### src/rtl/uart_rx.sv
// UART receiver: start, 8 data bits LSB first, one parity bit, stop.
// Presents each byte with a one-cycle RXvalid strobe and held parity/framing error flags.
module uart_rx #(
  parameter int CLKS_PER_BIT = 16,
  parameter bit PARITY_ODD   = 1'b0
) (
  input  logic       clk,
  input  logic       reset,
  input  logic       RXdataIn,
  output logic [7:0] RXdata,
  output logic       RXvalid,
  output logic       parityErr,
  output logic       frameErr,
  output logic       busy,
  output logic [2:0] state_dbg
);

  localparam int CW = $clog2(CLKS_PER_BIT) + 1;
  localparam logic [CW-1:0] HALF_LIM = CW'(CLKS_PER_BIT / 2 - 1);
  localparam logic [CW-1:0] FULL_LIM = CW'(CLKS_PER_BIT - 1);

  localparam logic [2:0] ST_IDLE   = 3'd0;
  localparam logic [2:0] ST_START  = 3'd1;
  localparam logic [2:0] ST_DATA   = 3'd2;
  localparam logic [2:0] ST_PARITY = 3'd3;
  localparam logic [2:0] ST_STOP   = 3'd4;

  logic [2:0]    state;
  logic [CW-1:0] clk_cnt;
  logic [CW-1:0] limit;
  logic [2:0]    bit_cnt;
  logic [7:0]    shift;
  logic          sync1;
  logic          sync2;
  logic          rxs;
  logic          armed;
  logic          perr;
  logic          sample;

  assign rxs       = sync2;
  assign busy      = (state != ST_IDLE);
  assign state_dbg = state;

  // The start bit is sampled at its middle; every later bit one full period on.
  always_comb begin
    limit  = (state == ST_START) ? HALF_LIM : FULL_LIM;
    sample = (state != ST_IDLE) && (clk_cnt == limit);
  end

  always_ff @(posedge clk) begin
    if (reset) begin
      state     <= ST_IDLE;
      clk_cnt   <= '0;
      bit_cnt   <= '0;
      shift     <= '0;
      sync1     <= 1'b1;
      sync2     <= 1'b1;
      armed     <= 1'b1;
      perr      <= 1'b0;
      RXdata    <= '0;
      RXvalid   <= 1'b0;
      parityErr <= 1'b0;
      frameErr  <= 1'b0;
    end else begin
      sync1   <= RXdataIn;
      sync2   <= sync1;
      RXvalid <= 1'b0;

      if (state == ST_IDLE || sample) clk_cnt <= '0;
      else                            clk_cnt <= clk_cnt + 1'b1;

      case (state)
        ST_IDLE: begin
          bit_cnt <= '0;
          if (rxs) begin
            armed <= 1'b1;
          end else if (armed) begin
            armed <= 1'b0;
            state <= ST_START;
          end
        end
        ST_START: begin
          if (sample) state <= rxs ? ST_IDLE : ST_DATA;
        end
        ST_DATA: begin
          if (sample) begin
            shift   <= {rxs, shift[7:1]};
            bit_cnt <= bit_cnt + 1'b1;
            if (bit_cnt == 3'd7) state <= ST_PARITY;
          end
        end
        ST_PARITY: begin
          if (sample) begin
            perr  <= ((^shift) ^ rxs) != PARITY_ODD;
            state <= ST_STOP;
          end
        end
        ST_STOP: begin
          // Leaving at mid stop bit; a low stop leaves IDLE unarmed so a held break gives one frame.
          if (sample) begin
            RXdata    <= shift;
            parityErr <= perr;
            frameErr  <= ~rxs;
            RXvalid   <= 1'b1;
            armed     <= rxs;
            state     <= ST_IDLE;
          end
        end
        default: state <= ST_IDLE;
      endcase
    end
  end

endmodule

### config.mk
export PLATFORM = sky130hd
export DESIGN_NAME = uart_rx
export DESIGN_NICKNAME = d
export VERILOG_FILES = /design/src/rtl/uart_rx.sv
export SDC_FILE = /design/constraint.sdc
export NUM_CORES = 1
export LEC_CHECK = 0
export ABC_CLOCK_PERIOD_IN_PS = 1500
export CAP_MARGIN = 25
export CELL_PAD_IN_SITES_DETAIL_PLACEMENT = 0
export CELL_PAD_IN_SITES_GLOBAL_PLACEMENT = 1
export CORE_MARGIN = 5
export CORE_UTILIZATION = 37
export DETAILED_ROUTE_END_ITERATION = 8
export GPL_TIMING_DRIVEN = 0
export PLACE_DENSITY_LB_ADDON = 0.1
export SYNTH_ARGS = -nofsm -noshare
export SYNTH_HDL_FRONTEND = slang
export SYNTH_SLANG_ARGS = --single-unit
### constraint.sdc
create_clock -name clk -period 1.5 [get_ports clk]
set_input_delay 0.3 -clock clk [delete_from_list [all_inputs] [get_ports clk]]
set_output_delay 0.3 -clock clk [all_outputs]
set_load 0.01 [all_outputs]
==> run_results.csv <==
group,metric,value,unit
routing,detail_route.first_pass.iterations,4,
synth,yosysUniqueCellTypes,32,
clocking,clk_pin_slew_worst_paths,0.07,ns
critical_path,worstPathMaxFanout,6,
timing,period_share,103,%
floorplanning,core,0.00391,mm²
clocking,clk_latency,0.29,ns
placed_design,dp_hpwl,2130,µm
synth,synthFlopType,"dfxtp_1",
cells_and_area,fin_area,0.00195,mm²
global_routing,grt_pass1_wl,5440,µm
critical_path,end_kind,"flip-flop",
synth,synth_top_area_share,46.3,%
routing,ant_nets,0,
synth,synthTopCellsByArea,"dfxtp_1 (46%), mux2i_1 (6.8%), a21oi_1 (5.1%), nand2_1 (4.9%), nor2_1 (4.6%)",
critical_path,slowest_stage,"or4b_4",
outcome,violations,"negative setup slack",
critical_path,slowest_delay,0.49,ns
placed_design,port_buffers,16,
critical_path,critPathArrivalTime,1.74,ns
timing,max_freq,648,MHz
routing,wire_per_inst,13.1,µm
routing,drt_iter0_drc,46,
timing,whs,0.419,ns
min_path,hp-class,"flip-flop to flip-flop",
placed_design,placed_area,0.00171,mm²
critical_path,crit_required,1.70,ns
cells_and_area,final_cell_mix,"dfxtp_1 (27), nand2_1 (19), nor2_1 (17)",
synth,avgSynthCellArea,9.07,µm²
routing,routed_wl,3200,µm
global_routing,antenna_found_initial,0,
critical_path,crit_buf_inv,1,
floorplanning,core.rowCount,23,
cells_and_area,synthToLayoutAreaGrowth,32.6,%
synth,ys_seq_area_share,46.3,%
synth,synth_edf_count,0,
critical_path,worst_setup_path_start_kind,"flip-flop",
timing,relSlewSlack,64.7,%
timing,fin_crit,1.54,ns
timing,worst_slew_pin_slew,0.530,ns
critical_path,crit_chain,"ha_4 -> and4b_1 -> buf_6 -> nand4_4 -> or4b_4 -> o311ai_2",
clocking,cts_hold_buf,0,
clocking,clk_path_buf_depth,2,
cells_and_area,final_util,49.8,%
synth,postSynthCellCount,162,
clocking,cts_sinks,34,
floorplanning,die_w,73.0,µm
pwr,vdd_ir_drop_max,0.491,mV
routing,routed_via_density,4.85,
routing,drc_errors,0,
clocking,cts_tree,"yes",
outcome,status,"finished with violations",
timing,grt_setup_unrepaired,"true",
timing,maxSlewViolCount,0,
timing,hold_viol,0,
cells_and_area,final_common_cell,"dfxtp_1",
cells_and_area,finish.net_count,200,
cells_and_area,antenna_cells,0,
timing,setup_viol,2,
global_routing,grt_overflow,0,
critical_path,crit_type,"flip-flop to flip-flop",
global_routing,grt_pass1_vias,1150,
floorplanning,io-pin-count,18,
synth,syn_area,0.00147,mm²
pwr,p_per_area,826,mW/mm²
timing,finalClockSkew,0.00326,ns
placed_design,preCtsSetupSlack,-0.551,ns
routing,num_vias,1183,
floorplanning,fp.dieH,73.0,µm
floorplanning,initial_utilization,37.5,%
cells_and_area,layout-drive-gt1-share,22.2,%
critical_path,path_delay_family,"simple AND/OR/NAND/NOR gates",
synth,synth_top_cell_by_area,"dfxtp_1",
job,max_cap_violations,0,
synth,ys_seq_elements,34,
placed_design,gp_congestion,0.752,
clocking,htreeDepth,2,
global_routing,grt_use_total,13.3,%
synth,yosysWarnings,0,
pwr,total_leakage_power,0.929,nW
clocking,cts-root-buf,"clkbuf_8",
clocking,cts_buffers,5,
synth,synthArstFlopShare,0,%
timing,tns,-0.0672,ns
timing,fin_ws,-0.0440,ns
floorplanning,dieArea,0.00533,mm²
global_routing,grt_max_degree,11,
synth,syn_nets,168,
[where the power goes]
part	switching [W]	total, W	internal (W)
combinational	0.0000332	0.0000544	0.0000213
clock	0.000327	0.000638	0.000311
sequential	0.00000826	0.000917	0.000908
total	0.000368	0.00161	0.00124
[flip-flops by register name, indices dropped and copies added, names as in the netlist]
signal / count
RXdata: 8
RXvalid: 1
armed: 1
bit_cnt: 3
clk_cnt: 5
frameErr: 1
parityErr: 1
perr: 1
rxs: 1
shift: 8
state_dbg: 3
sync1: 1
[metrics by stage]
stage / instances / power, W
global route: 244 / 0.00168
floorplan: 162 / 0.000965
global placement: 228 / 0.000984
CTS: 242 / 0.00163
finish: 244 / 0.00161
detailed placement: 228 / 0.000985
[Yosys cell counts (all sizes together), types with 2 or more instances]
cell type  instances
dfxtp             34
clkbuf             5
a2111oi            2
nand2             19
or2                3
a21oi             15
buf                6
mux2i             10
and3               2
and3b              2
o21ai              4
and2               2
ha                 3
nor2              18
inv                5
nand2b             2
nor3               3
xnor2              7
nand3              9
[cell type report]
class,instances,area (µm²)
clock inverters,2,10.0
well taps,50,62.6
repair buffers,26,256
flip-flops and latches,34,692
clock buffers,5,68.8
inverters,5,18.8
fillers,401,1970
multi-input cells,112,757
plain buffers,10,82.6
[logic make-up (layout without fill, tap and decap cells)]
kind of cell    after synthesis  in the layout  share of synthesized area (%)
fa+ha+maj                     3              3                           2.56
flops                        34             34                           46.3
xor+xnor                      9              9                           6.30
simple gates                 65             65                           22.4
mux                          10             10                           6.81
compound gates               25             25                           9.97
buf+inv                      16             48                           5.62
[worst paths after layout]
| kind | slack [ns] | start | depth (start not counted) | endpoint |
|---|---|---|---|---|
| worst max-delay path | -0.04 | clk_cnt[0]$_SDFF_PP0_ | 6 | perr$_SDFFE_PP0P_ |
| worst min-delay path | 0.42 | sync1$_SDFF_PP1_ | 1 | rxs$_SDFF_PP1_ |
| worst max register to register | -0.04 | clk_cnt[0]$_SDFF_PP0_ | 6 | perr$_SDFFE_PP0P_ |
| worst min register to register | 0.42 | sync1$_SDFF_PP1_ | 1 | rxs$_SDFF_PP1_ |
[what timing repair did]
action / 4_1_cts / 5_1_grt
gates resized for setup: 20 / 23
setup endpoints to repair: 18 / 30
buffers inserted: 8 / 0
endpoints found under the hold margin: 0 / 0
pin swaps: 4 / 5
gates cloned: 0 / 2
[metal layers]
metal	routed length, µm	global-route usage (%)	share of wire (%)
met4	40	4.92	1.2
met2	1480	20.6	46
met5	0	0	0
met1	1560	16.9	49
met3	131	4.96	4.1
(Power assumes the default switching activity.)
